<file path="config.mk">
export PLATFORM = sky130hd
export DESIGN_NAME = muldiv_ctrl
export DESIGN_NICKNAME = d
export VERILOG_FILES = /design/src/rtl/muldiv_ctrl.sv
export SDC_FILE = /design/constraint.sdc
export NUM_CORES = 1
export LEC_CHECK = 0
export CAP_MARGIN = 20
export CORE_UTILIZATION = 40
export DETAILED_ROUTE_END_ITERATION = 8
export PLACE_DENSITY = 0.68
export RECOVER_POWER = 50
export SYNTH_ARGS = -nofsm -noshare
export SYNTH_HDL_FRONTEND = slang
export SYNTH_SLANG_ARGS = --single-unit
</file>
<file path="constraint.sdc">
create_clock -name clk -period 4.22 [get_ports clk]
set_clock_uncertainty 0.15 [all_clocks]
set_input_delay 1.055 -clock clk [delete_from_list [all_inputs] [get_ports clk]]
set_output_delay 1.055 -clock clk [all_outputs]
set_load 0.05 [all_outputs]
</file>
<file path="src/rtl/muldiv_ctrl.sv">
// HI/LO multiply/divide sequencer: holds operands on the shared multiplier, runs a
// 32-step restoring divider, re-signs results and owns the HI/LO registers.
module muldiv_ctrl #(
  parameter int MUL_CYCLES = 4
) (
  input  logic        clk,
  input  logic        rst_n,
  input  logic        start,
  input  logic [2:0]  op,
  input  logic [31:0] a,
  input  logic [31:0] b,
  input  logic        cancel,
  output logic [31:0] mul_a,
  output logic [31:0] mul_b,
  input  logic [63:0] mul_p,
  output logic        busy,
  output logic        done,
  output logic [31:0] hi,
  output logic [31:0] lo
);

  localparam int CNT_W = (MUL_CYCLES > 32) ? $clog2(MUL_CYCLES) : 5;

  localparam logic [2:0] OP_MULT  = 3'b000;
  localparam logic [2:0] OP_MULTU = 3'b001;
  localparam logic [2:0] OP_DIV   = 3'b010;
  localparam logic [2:0] OP_DIVU  = 3'b011;
  localparam logic [2:0] OP_MTHI  = 3'b100;
  localparam logic [2:0] OP_MTLO  = 3'b101;

  typedef enum logic [1:0] {S_IDLE, S_MUL, S_DIV, S_FIX} state_e;

  state_e           state_q, state_d;
  logic [CNT_W-1:0] cnt_q, cnt_d;
  // rem:quo is the divider shift pair; in MUL quo holds |a|, later both hold the product.
  logic [31:0]      rem_q, rem_d;
  logic [31:0]      quo_q, quo_d;
  logic [31:0]      dvs_q, dvs_d;
  logic             is_mul_q, is_mul_d;
  logic             neg_q, neg_d;
  logic             rsign_q, rsign_d;
  logic             div0_q, div0_d;
  logic [31:0]      hi_q, hi_d;
  logic [31:0]      lo_q, lo_d;
  logic             done_q, done_d;

  logic        signed_op;
  logic        accept;
  logic [31:0] abs_a, abs_b;
  logic [32:0] shifted;
  logic [63:0] prod_fix;

  assign signed_op = (op == OP_MULT) || (op == OP_DIV);
  assign accept    = start && !cancel && (state_q == S_IDLE);
  assign abs_a     = (signed_op && a[31]) ? -a : a;
  assign abs_b     = (signed_op && b[31]) ? -b : b;
  assign shifted   = {rem_q, quo_q[31]};
  assign prod_fix  = neg_q ? -{rem_q, quo_q} : {rem_q, quo_q};

  // NOTE: every *_d gets its hold value first so no path through this block infers a latch.
  always_comb begin
    state_d  = state_q;
    cnt_d    = cnt_q;
    rem_d    = rem_q;
    quo_d    = quo_q;
    dvs_d    = dvs_q;
    is_mul_d = is_mul_q;
    neg_d    = neg_q;
    rsign_d  = rsign_q;
    div0_d   = div0_q;
    hi_d     = hi_q;
    lo_d     = lo_q;
    done_d   = 1'b0;

    unique case (state_q)
      S_IDLE: begin
        if (accept) begin
          case (op)
            OP_MULT, OP_MULTU, OP_DIV, OP_DIVU: begin
              is_mul_d = (op == OP_MULT) || (op == OP_MULTU);
              state_d  = is_mul_d ? S_MUL : S_DIV;
              cnt_d    = is_mul_d ? CNT_W'(MUL_CYCLES - 1) : CNT_W'(31);
              rem_d    = '0;
              quo_d    = abs_a;
              dvs_d    = abs_b;
              neg_d    = signed_op && (a[31] ^ b[31]);
              rsign_d  = signed_op && a[31];
              div0_d   = (b == '0);
            end
            OP_MTHI: begin
              hi_d   = a;
              done_d = 1'b1;
            end
            OP_MTLO: begin
              lo_d   = a;
              done_d = 1'b1;
            end
            default: ;
          endcase
        end
      end

      S_MUL: begin
        if (cancel) begin
          state_d = S_IDLE;
        end else if (cnt_q == '0) begin
          {rem_d, quo_d} = mul_p;
          state_d        = S_FIX;
        end else begin
          cnt_d = cnt_q - 1'b1;
        end
      end

      S_DIV: begin
        if (cancel) begin
          state_d = S_IDLE;
        end else begin
          quo_d = {quo_q[30:0], 1'b0};
          if (shifted >= {1'b0, dvs_q}) begin
            rem_d    = 32'(shifted - {1'b0, dvs_q});
            quo_d[0] = 1'b1;
          end else begin
            rem_d = shifted[31:0];
          end
          if (cnt_q == '0) state_d = S_FIX;
          else             cnt_d   = cnt_q - 1'b1;
        end
      end

      S_FIX: begin
        state_d = S_IDLE;
        if (!cancel) begin
          done_d = 1'b1;
          if (is_mul_q) begin
            {hi_d, lo_d} = prod_fix;
          end else begin
            // With a zero divisor the remainder path already holds |a|, so re-signing gives raw a.
            hi_d = rsign_q ? -rem_q : rem_q;
            lo_d = div0_q ? '1 : (neg_q ? -quo_q : quo_q);
          end
        end
      end

      default: state_d = S_IDLE;
    endcase
  end

  // NOTE: state registers use non-blocking assignments so all flops update from pre-edge values.
  always_ff @(posedge clk or negedge rst_n) begin
    if (!rst_n) begin
      state_q  <= S_IDLE;
      cnt_q    <= '0;
      rem_q    <= '0;
      quo_q    <= '0;
      dvs_q    <= '0;
      is_mul_q <= 1'b0;
      neg_q    <= 1'b0;
      rsign_q  <= 1'b0;
      div0_q   <= 1'b0;
      hi_q     <= '0;
      lo_q     <= '0;
      done_q   <= 1'b0;
    end else begin
      state_q  <= state_d;
      cnt_q    <= cnt_d;
      rem_q    <= rem_d;
      quo_q    <= quo_d;
      dvs_q    <= dvs_d;
      is_mul_q <= is_mul_d;
      neg_q    <= neg_d;
      rsign_q  <= rsign_d;
      div0_q   <= div0_d;
      hi_q     <= hi_d;
      lo_q     <= lo_d;
      done_q   <= done_d;
    end
  end

  assign busy  = (state_q != S_IDLE);
  assign done  = done_q;
  assign hi    = hi_q;
  assign lo    = lo_q;
  assign mul_a = (state_q == S_MUL) ? quo_q : '0;
  assign mul_b = (state_q == S_MUL) ? dvs_q : '0;

endmodule

</file>
==> reports/metrics.yaml <==
outcome: "complete, but fails checks"
violations: "max-capacitance violations, max-slew violations"
cts_buffers: 17
hpwl_um: 37500
slew_headroom_pct: -39.2
maxSlewViolCount: 115
worstSetupStartpointType: "flip-flop"
port_buffers: 264
power_density_mw_per_mm2: 901
synth.distinct_cells: 70
crit_fanout: 50
die_h_um: 184
nNetsFinal: 2122
die_w_um: 184
setup_viol: 0
synth_edf_count: 0
drc: 0
syn_to_final_growth_pct: 30.0
yosysWarnings: 0
cp_slowest_cell: "clkdlybuf4s50_1"
clkTransAtPathRegs_ns: 0.08
rsz0062_at_grt: "false"
cts_setup_buffers: 0
synthCells: 1685
drive_above_1_share_pct: 7.36
critical-path-top-delay-family: "buffers and inverters"
num_vias: 13800
cp_cell_sequence: "inv_1, ha_4, buf_12, and2_1, clkdlybuf4s50_1"
grt_usage_pct: 28.6
clock_sinks: 172
htree_levels: 4
fmax_mhz: 258
dieArea_mm2: 0.0339
core-area_mm2: 0.0326
hp-class: "reg2reg"
grt_pass1_vias: 13100
wl_per_cell_um: 20.2
synth_area_leaders: "dfrtp_1 (32%), o21ai_0 (7.4%), xnor2_1 (6.3%), nand2_1 (5.6%), a21oi_1 (4.0%)"
min_period_ns: 3.88
holdWs_ns: 0.326
io_pins: 265
dr.pass1.iters: 6
grt_max_degree: 78
antenna_found_initial: 0
fillerInstances: 3101
cts_root_buffer: "clkbuf_16"
crit_arrival_ns: 2.68
ir_drop_mv: 0.422
hold_viol: 0
post_dp_cell_area_mm2: 0.0167
synth_area_per_cell_um2: 7.88
synth_top_area_cell: "dfrtp_1"
hold_buffers: 0
drv_cap: 2
cp.required_ns: 3.01
gp_congestion: 0.935
start_util_pct: 40.7
period_share_pct: 92.0
antenna_left: 0
dpl.cell_count: 2366
cts_resized: 0
yosys_register_bits: 172
syn_area_mm2: 0.0133
clock_path_buffers: 2
via_per_inst: 5.74
cts_tree: "done"
max_stage_delay_ns: 0.82
synth_nets: 1863
end_kind: "output port"
yosys.cell_count.top_type: "nand2_1"
async_reset_ff_share_pct: 100
critical_path_class: "reg2out"
wl_um: 48500
crit_buf_inv: 3
rows: 66
synth_top_area_share_pct: 32.4
p_leak_nw: 7.11
final_cells: 2399
grt_pass1_wl_um: 75100
tightest_slew_ns: 2.09
first_iter_violations: 1346
clock_latency_ns: 0.44
grt-ovfl-total: 0
yosysSeqAreaShare_pct: 32.4
synthFlopType: "dfrtp_1"
synth_common_cells: "nand2_1 (199), o21ai_0 (197), dfrtp_1 (172), nor2_1 (129), a21oi_1 (107)"
tns_ns: 0
stdcell_area_mm2: 0.0173
antenna-diode-count: 0
## report_power, final
group / internal [mW] / total (mW) / switching, mW
clock network: 0.790 / 1.59 / 0.802
registers: 2.43 / 3.34 / 0.912
logic: 3.96 / 10.6 / 6.65
total: 7.18 / 15.5 / 8.36
## worst reg2reg max path, stage by stage, from the launching register on
cell and delay, ns:
dfrtp_1 0.47, or4_1 0.59, or4b_1 0.62, nor3_2 0.24, a41oi_1 0.23, or3_1 0.46
nor4_1 0.37, a21oi_1 0.15, nor4b_1 0.28, nor3b_1 0.10
## layout by cell type (no fill, tap or decap), types with 14 or more instances in the layout
cell             synthesis  layout
a21o_1                  22      22
a21oi_1                107     107
a221oi_1                26      26
a31oi_1                 25      25
and2_1                  69      68
and3_1                  14      14
buf_4                    1      71
clkbuf_16                0      17
clkdlybuf4s50_1          0     213
dfrtp_1                172     172
dlygate4sd3_1            0      50
ha_1                    42      39
inv_1                   58      58
mux2i_1                 23      23
nand2_1                199     199
nand2b_1                18      18
nand3_1                 23      23
nor2_1                 129     129
nor3_1                  38      38
nor4_1                  15      15
o21ai_0                197     196
o22ai_1                 44      44
o31ai_1                 46      46
or3_1                   24      24
xnor2_1                 95      95
xor2_1                  45      45
## cell families after synthesis
logic type                 after synthesis  share of synthesized area, %
buffers and inverters                  163                          4.98
adders and majority gates               43                          4.11
muxes                                   23                          1.73
xor gates and xnor gates               140                          9.24
and+or+nand+nor                        590                          21.6
AOI/OAI and AO/OA                      554                          25.9
DFF                                    172                          32.4
## metal layers
metal / GRT usage (%) / vias to the layer above / share of wire (%)
met5: 0 / - / 0
met1: 37.3 / 6501 / 43
li1: - / 6586 / -
met3: 5.02 / 86 / 7.5
met2: 46.9 / 607 / 46
met4: 11.5 / 0 / 3.7
## state kept, by name (all words and copies together) (netlist names)
name      count
quo_q        32
done          1
rsign_q       1
div0_q        1
neg_q         1
cnt_q         5
rem_q        32
dvs_q        32
hi           32
state_q       2
lo           32
is_mul_q      1
## cell type report
type / instances / area [um2] / share of cell area, %
Clock buffer: 17 / 425 / 2.47
Timing Repair Buffer: 344 / 3260 / 18.9
Inverter: 59 / 221 / 1.28
Tap cell: 442 / 553 / 3.20
Clock inverter: 15 / 146 / 0.848
Sequential cell: 172 / 4300 / 24.9
Multi-Input combinational cell: 1350 / 8350 / 48.4
## worst paths after layout
path / cells past startpoint / endpoint / startpoint / slack [ns]
min in group asynchronous: 1 / hi[10] / rst_n / 1.04
worst min register to register: 2 / lo[0] / lo[0] / 0.33
worst max-delay path: 5 / mul_a[3] / state_q[1] / 0.34
max in group asynchronous: 2 / dvs_q[11] / rst_n / 0.87
worst min-delay path: 2 / lo[0] / lo[0] / 0.33
worst max register to register: 9 / hi[27] / quo_q[19] / 0.43
## stage by stage
step	setup slack, ns	total power, mW	util [%]
3_5_place_dp	0.0726	13.9	51.2
2_1_floorplan	0.627	10.6	-
5_1_grt	0.142	16.7	52.9
4_1_cts	0.323	15.5	52.9
6_report	0.339	15.5	52.9
3_3_place_gp	0.0317	13.8	51.2
No activity file was read; power rests on OpenSTA's default activity.
